[config.mk]
export PLATFORM = sky130hd
export DESIGN_NAME = muldiv_sched_flat
export DESIGN_NICKNAME = d
export VERILOG_FILES = /design/src/rtl/muldiv_pkg.sv /design/src/rtl/muldiv_if.sv /design/src/rtl/muldiv_result_cache.sv /design/src/rtl/muldiv_sched.sv /design/src/flat_wrapper.sv
export SDC_FILE = /design/constraint.sdc
export NUM_CORES = 1
export LEC_CHECK = 0
export CORE_AREA = 2 2 130 132
export CTS_CLUSTER_DIAMETER = 200
export DETAILED_ROUTE_END_ITERATION = 10
export DIE_AREA = 0 0 132 134
export HOLD_SLACK_MARGIN = 0.02
export PLACE_DENSITY = 0.81
export SLEW_MARGIN = 10
export SYNTH_ARGS = -nofsm -noshare
export SYNTH_HDL_FRONTEND = slang
export SYNTH_SLANG_ARGS = --single-unit
export TNS_END_PERCENT = 10
[constraint.sdc]
create_clock -name clk -period 11.75 [get_ports clk]
set_input_delay 1.175 -clock clk [delete_from_list [all_inputs] [get_ports clk]]
set_output_delay 1.175 -clock clk [all_outputs]
set_load 0.005 [all_outputs]
[src/rtl/muldiv_pkg.sv]
// rtl/muldiv_pkg.sv - shared types and constants for the mult/div sequencer
package muldiv_pkg;

    typedef enum logic [1:0] {
        S_IDLE = 2'd0,
        S_MUL  = 2'd1,
        S_DIV  = 2'd2,
        S_HOLD = 2'd3
    } state_e;

    // op is {is_div, is_signed}
    localparam logic [1:0] OP_MULTU = 2'b00;
    localparam logic [1:0] OP_MULT  = 2'b01;
    localparam logic [1:0] OP_DIVU  = 2'b10;
    localparam logic [1:0] OP_DIV   = 2'b11;

    localparam int MUL_LAT_DEFAULT = 9;

    // Identity of an operation, used to recognise repeats
    typedef struct packed {
        logic [1:0]  op;
        logic [31:0] a;
        logic [31:0] b;
    } op_key_t;

    function automatic op_key_t make_key(input logic [1:0] op, input logic [31:0] a,
                                         input logic [31:0] b);
        op_key_t k;
        k.op = op;
        k.a  = a;
        k.b  = b;
        return k;
    endfunction

endpackage

[src/rtl/muldiv_if.sv]
// rtl/muldiv_if.sv - bundle between the sequencer and the multiplier/divider units
interface muldiv_if;
    logic [31:0] opnd_a;
    logic [31:0] opnd_b;
    logic        mul_ce;
    logic        mul_sign;
    logic        mul_sclr;
    logic [63:0] mul_p;
    logic        div_opn_valid;
    logic        div_sign;
    logic        div_rst;
    logic        div_res_valid;
    logic        div_res_ready;
    logic [63:0] div_result;

    // Sequencer side
    modport master (
        output opnd_a, opnd_b,
        output mul_ce, mul_sign, mul_sclr,
        input  mul_p,
        output div_opn_valid, div_sign, div_rst, div_res_ready,
        input  div_res_valid, div_result
    );

    // Arithmetic unit side
    modport slave (
        input  opnd_a, opnd_b,
        input  mul_ce, mul_sign, mul_sclr,
        output mul_p,
        input  div_opn_valid, div_sign, div_rst, div_res_ready,
        output div_res_valid, div_result
    );
endinterface

[src/rtl/muldiv_result_cache.sv]
// rtl/muldiv_result_cache.sv - one-entry last-result cache, used under MULDIV_RESULT_CACHE_EN
module muldiv_result_cache
    import muldiv_pkg::*;
(
    input  logic        clk,
    input  logic        rst,
    // lookup port
    input  logic [1:0]  i_lk_op,
    input  logic [31:0] i_lk_a,
    input  logic [31:0] i_lk_b,
    output logic        o_lk_hit,
    output logic [63:0] o_lk_res,
    // update port
    input  logic        i_up_en,
    input  logic [1:0]  i_up_op,
    input  logic [31:0] i_up_a,
    input  logic [31:0] i_up_b,
    input  logic [63:0] i_up_res
);

    logic        r_vld;
    op_key_t     r_key;
    logic [63:0] r_res;

    // Record the most recently completed operation; only reset drops validity
    always_ff @(posedge clk or posedge rst) begin
        if (rst) begin
            r_vld <= 1'b0;
            r_key <= '0;
            r_res <= '0;
        end else if (i_up_en) begin
            r_vld <= 1'b1;
            r_key <= make_key(i_up_op, i_up_a, i_up_b);
            r_res <= i_up_res;
        end
    end

    assign o_lk_hit = r_vld && (r_key == make_key(i_lk_op, i_lk_a, i_lk_b));
    assign o_lk_res = r_res;

endmodule

[src/rtl/muldiv_sched.sv]
// rtl/muldiv_sched.sv - EX mult/div sequencer; MULDIV_RESULT_CACHE_EN adds a repeat-op cache
module muldiv_sched
    import muldiv_pkg::*;
#(
    parameter int MUL_LAT = MUL_LAT_DEFAULT
) (
    input  logic        clk,
    input  logic        rst,
    input  logic        flushE,
    input  logic        flush_exceptionM,
    input  logic        stallM,
    input  logic        op_valid,
    input  logic [1:0]  op,
    input  logic [31:0] src_a,
    input  logic [31:0] src_b,
    output logic        muldiv_stallE,
    output logic        result_valid,
    output logic [63:0] result,
    muldiv_if.master    unit
);

    localparam logic [1:0] ST_IDLE  = S_IDLE;
    localparam logic [1:0] ST_MUL   = S_MUL;
    localparam logic [1:0] ST_DIV   = S_DIV;
    localparam logic [1:0] ST_HOLD  = S_HOLD;
    localparam logic [3:0] LAT_LAST = 4'(MUL_LAT - 1);

    logic [1:0]  r_state;
    logic [3:0]  r_cnt;
    logic [1:0]  r_op_q;
    logic [31:0] r_opnd_a;
    logic [31:0] r_opnd_b;
    logic [63:0] r_res_q;

    logic [1:0]  w_state_nxt;
    logic        w_in_idle;
    logic        w_in_mul;
    logic        w_in_div;
    logic        w_in_hold;
    logic        w_hit;
    logic        w_cache_hit;
    logic [63:0] w_cache_res;
    logic        w_accept;
    logic        w_done;
    logic [63:0] w_done_res;

    assign w_in_idle = (r_state == ST_IDLE);
    assign w_in_mul  = (r_state == ST_MUL);
    assign w_in_div  = (r_state == ST_DIV);
    assign w_in_hold = (r_state == ST_HOLD);

`ifdef MULDIV_RESULT_CACHE_EN
    muldiv_result_cache u_cache (
        .clk      (clk),
        .rst      (rst),
        .i_lk_op  (op),
        .i_lk_a   (src_a),
        .i_lk_b   (src_b),
        .o_lk_hit (w_cache_hit),
        .o_lk_res (w_cache_res),
        .i_up_en  (w_done),
        .i_up_op  (r_op_q),
        .i_up_a   (r_opnd_a),
        .i_up_b   (r_opnd_b),
        .i_up_res (w_done_res)
    );
`else
    assign w_cache_hit = 1'b0;
    assign w_cache_res = '0;
`endif

    // A hit answers the EX op straight from the cache without leaving IDLE
    assign w_hit    = w_in_idle & op_valid & w_cache_hit;
    assign w_accept = w_in_idle & op_valid & ~flushE & ~w_hit;

    // Completion of either unit; a flush in the same cycle discards the result
    assign w_done = ~flushE & ((w_in_mul & (r_cnt == LAT_LAST)) |
                               (w_in_div & unit.div_res_valid));
    assign w_done_res = w_in_mul ? unit.mul_p : unit.div_result;

    // Next-state decode; flushE overrides every transition
    always_comb begin
        w_state_nxt = r_state;
        case (r_state)
            ST_IDLE: if (w_accept)                  w_state_nxt = op[1] ? ST_DIV : ST_MUL;
            ST_MUL:  if (r_cnt == LAT_LAST)         w_state_nxt = ST_HOLD;
            ST_DIV:  if (unit.div_res_valid)        w_state_nxt = ST_HOLD;
            ST_HOLD: if (!stallM)                   w_state_nxt = ST_IDLE;
            default:                                w_state_nxt = ST_IDLE;
        endcase
        if (flushE) begin
            w_state_nxt = ST_IDLE;
        end
    end

    // State register
    always_ff @(posedge clk or posedge rst) begin
        if (rst) begin
            r_state <= ST_IDLE;
        end else begin
            r_state <= w_state_nxt;
        end
    end

    // Capture op and operands on accept; count multiplier CE cycles
    always_ff @(posedge clk or posedge rst) begin
        if (rst) begin
            r_cnt    <= '0;
            r_op_q   <= '0;
            r_opnd_a <= '0;
            r_opnd_b <= '0;
        end else if (w_accept) begin
            r_cnt    <= '0;
            r_op_q   <= op;
            r_opnd_a <= src_a;
            r_opnd_b <= src_b;
        end else if (w_in_mul) begin
            r_cnt    <= r_cnt + 4'd1;
        end
    end

    // Hold the finished {hi, lo} until the pipeline consumes it
    always_ff @(posedge clk or posedge rst) begin
        if (rst) begin
            r_res_q <= '0;
        end else if (w_done) begin
            r_res_q <= w_done_res;
        end
    end

    assign muldiv_stallE = ((w_in_idle & op_valid & ~w_hit) | w_in_mul | w_in_div) &
                           ~flush_exceptionM;
    assign result_valid  = w_in_hold | w_hit;
    assign result        = w_in_hold ? r_res_q : (w_hit ? w_cache_res : 64'd0);

    assign unit.opnd_a        = r_opnd_a;
    assign unit.opnd_b        = r_opnd_b;
    assign unit.mul_ce        = w_in_mul;
    assign unit.mul_sign      = w_in_mul & r_op_q[0];
    assign unit.mul_sclr      = flushE;
    assign unit.div_opn_valid = w_in_div;
    assign unit.div_sign      = w_in_div & r_op_q[0];
    assign unit.div_rst       = flushE;
    assign unit.div_res_ready = w_in_div & unit.div_res_valid;

endmodule
[src/flat_wrapper.sv]
// flat-port wrapper written by rule: the top's interface ports become plain ports
module muldiv_sched_flat import muldiv_pkg::*;
#(
    parameter int MUL_LAT = MUL_LAT_DEFAULT
)
  (clk, rst, flushE, flush_exceptionM, stallM, op_valid, op, src_a, src_b, muldiv_stallE, result_valid, result, unit_opnd_a, unit_opnd_b, unit_mul_ce, unit_mul_sign, unit_mul_sclr, unit_mul_p, unit_div_opn_valid, unit_div_sign, unit_div_rst, unit_div_res_ready, unit_div_res_valid, unit_div_result);
  muldiv_if unit_i ();
  input  logic clk;
  input  logic rst;
  input  logic flushE;
  input  logic flush_exceptionM;
  input  logic stallM;
  input  logic op_valid;
  input  logic [1:0] op;
  input  logic [31:0] src_a;
  input  logic [31:0] src_b;
  output logic muldiv_stallE;
  output logic result_valid;
  output logic [63:0] result;
  output wire logic [$bits(unit_i.opnd_a)-1:0] unit_opnd_a;
  output wire logic [$bits(unit_i.opnd_b)-1:0] unit_opnd_b;
  output wire logic [$bits(unit_i.mul_ce)-1:0] unit_mul_ce;
  output wire logic [$bits(unit_i.mul_sign)-1:0] unit_mul_sign;
  output wire logic [$bits(unit_i.mul_sclr)-1:0] unit_mul_sclr;
  input wire logic [$bits(unit_i.mul_p)-1:0] unit_mul_p;
  output wire logic [$bits(unit_i.div_opn_valid)-1:0] unit_div_opn_valid;
  output wire logic [$bits(unit_i.div_sign)-1:0] unit_div_sign;
  output wire logic [$bits(unit_i.div_rst)-1:0] unit_div_rst;
  output wire logic [$bits(unit_i.div_res_ready)-1:0] unit_div_res_ready;
  input wire logic [$bits(unit_i.div_res_valid)-1:0] unit_div_res_valid;
  input wire logic [$bits(unit_i.div_result)-1:0] unit_div_result;
  assign unit_opnd_a = unit_i.opnd_a;
  assign unit_opnd_b = unit_i.opnd_b;
  assign unit_mul_ce = unit_i.mul_ce;
  assign unit_mul_sign = unit_i.mul_sign;
  assign unit_mul_sclr = unit_i.mul_sclr;
  assign unit_i.mul_p = unit_mul_p;
  assign unit_div_opn_valid = unit_i.div_opn_valid;
  assign unit_div_sign = unit_i.div_sign;
  assign unit_div_rst = unit_i.div_rst;
  assign unit_div_res_ready = unit_i.div_res_ready;
  assign unit_i.div_res_valid = unit_div_res_valid;
  assign unit_i.div_result = unit_div_result;
  muldiv_sched #(.MUL_LAT(MUL_LAT)) u_core (.clk(clk), .rst(rst), .flushE(flushE), .flush_exceptionM(flush_exceptionM), .stallM(stallM), .op_valid(op_valid), .op(op), .src_a(src_a), .src_b(src_b), .muldiv_stallE(muldiv_stallE), .result_valid(result_valid), .result(result), .unit(unit_i));
endmodule
==> out/qor.yml <==
status: "finished clean"
clock_skew_ns: 0.008546
drv_cap: 0
wirelength_um: 17630
route.detailed.drc: 0
fin_setup_tns_ns: 0
syn2layout_area_growth_pct: 64.24
cts_hold_buffers: 0
cp_data_arrival_time_ns: 2.63
slew_headroom: 0.3193
grt-ovfl-total: 0
fillCellCount: 1227
post-place-cells: 997
clk_latency_ns: 0.41
die_area_um2: 17690
dp_hpwl_um: 13370
cp-start-kind: "flop"
ant_nets: 0
p_leak_nw: 4.279
endpoint_kind: "primary output"
initial_core_util: 0.3950
synthFlopType: "dfrtp_1"
synthArstFlopShare: 1.000
ys_types: 23
setup.worst_path.class: "flop to primary output"
yosysTopAreaCellShare: 0.5250
vias_per_cell: 4.737
slew_viol_final: 0
worst_pin_slew_ns: 1.021
place.gp.congestion: 0.7600
grt_max_degree: 74
p_per_area_nw_per_um2: 203.1
die_h_um: 134
antenna_found_initial: 0
h-tree-depth: 4
clockRootBuffer: "clkbuf_16"
final_cell_mix: "clkdlybuf4s50_1, mux2_2, dfrtp_1"
cts_resized: 0
fin_cells: 1029
cts_max_path_buffers: 2
finalSetupViolations: 0
synth-seq-area-share: 0.5250
synth_nets: 675
syn_area_um2: 6435
final_common_cell: "clkdlybuf4s50_1"
dr_total_vias: 4874
synth_warnings: 0
ir_drop_uv: 139.5
drtIter0Drc: 120
core.rowCount: 47
hold_viol_final: 0
clkSinkCount: 135
synthCells: 467
io_pins: 338
grt_pass1_vias: 5567
cts_setup_buffers: 0
die_x_um: 132
yosys-top-cells-area: "dfrtp_1, mux2_2, and2_1"
fin_crit_ns: 3.808
drive_above_1_share: 0.2855
wl_per_cell_um: 17.13
synth_edf_count: 0
multi_input_area_um2: 2902
cts_made_buffers: 17
fin_crit_sh: 0.3241
max_freq_ghz: 0.2626
diodes: 0
yosysTopAreaCell: "dfrtp_1"
ys_seq_elements: 135
min_path_type: "flop to flop"
grt_pass1_wl_um: 27920
cts_tree: "built"
core_um2: 16290
numPortBuffers: 337
rsz0062_at_grt: "no"
crit_fanout: 73
critPathRequiredTime_ns: 10.58
clkTransAtPathRegs_ns: 0.06
grt_usage: 0.2008
seq_area_um2: 3378
avgSynthCellArea_um2: 13.78
first_pass_iters: 4
nNetsFinal: 1004
final timing paths:
path	cells past startpoint	slack, ns	from	endpoint
setup / recovery	5	7.94	u_core.r_state[1]	muldiv_stallE
hold / removal	1	0.49	u_core.r_res_q[48]	u_core.r_res_q[48]
setup reg to reg	6	8.62	u_core.r_state[1]	u_core.r_res_q[23]
hold reg to reg	1	0.49	u_core.r_res_q[48]	u_core.r_res_q[48]
max in group asynchronous	3	9.23	rst	u_core.r_res_q[55]
min in group asynchronous	2	1.20	rst	u_core.unit.opnd_a[21]
per-stage QoR:
step           power [mW]  worst slack, ns  utilization  instance area, µm²  hold slack, ns
2_1_floorplan       1.190            6.964            -                6435          0.4497
3_3_place_gp        1.592            8.057       0.6126                9978          0.4608
3_5_place_dp        1.637            8.001       0.6126                9978          0.4739
4_1_cts             2.174            7.843       0.6488               10570          0.4928
5_1_grt             2.274            7.706       0.6488               10570          0.5054
6_report            2.146            7.942       0.6488               10570          0.4897
cells in the mapped netlist, types with 2 or more instances:
library cell	count
dfrtp_1	135
ha_1	7
and2_1	67
clkbuf_1	14
nand2_1	3
mux2_2	190
xor2_1	2
buf_4	9
mux2_1	4
nor2_1	9
inv_1	6
nor2b_1	2
mux2i_1	3
buf_2	7
state kept, by name (all words and copies together), names as in the netlist:
register and flops:
u_core.unit.opnd_a 32, u_core.r_op_q 1, u_core.unit.opnd_b 32, u_core.r_state 2
u_core.r_res_q 64, u_core.r_cnt 4
area by class of cell:
type                    count  area share
repair buffers            340      0.3213
multi-input cells         296      0.2745
inverters                   6    0.002604
clock buffers              17     0.04025
clock inverters            15     0.01563
flip-flops and latches    135      0.3196
well taps                 220     0.02604
metal layers:
metal | routed length [µm] | vias up | global-route usage | part of all wire
met2 | 9488 | 223 | 0.3744 | 0.54
met3 | 1786 | 27 | 0.08995 | 0.10
met1 | 6009 | 2360 | 0.1954 | 0.34
met4 | 348 | 0 | 0.07246 | 0.020
met5 | 0 | - | 0 | 0
li1 | - | 2264 | - | -
worst max-delay path, stage by stage, from the launching register on:
cell,delay [ns]
dfrtp_1,0.41
inv_1,0.17
ha_4,0.77
nor2_1,0.12
a21oi_1,0.18
clkdlybuf4s50_1,0.55
power by group:
part	total [mW]	internal [mW]	switching (mW)
sequential	0.813	0.692	0.121
combinational	0.805	0.544	0.261
clock	0.528	0.317	0.211
total	2.15	1.55	0.593
cells by family after synthesis:
logic type	Yosys count	share of synthesized area
AOI/OAI and AO/OA	4	0.006999
xor gates and xnor gates	3	0.004084
adders and majority gates	7	0.01361
buffers and inverters	36	0.02761
DFF	135	0.5250
muxes	197	0.3442
and+or+nand+nor	85	0.07855
Power figures use the tool's default switching activity.
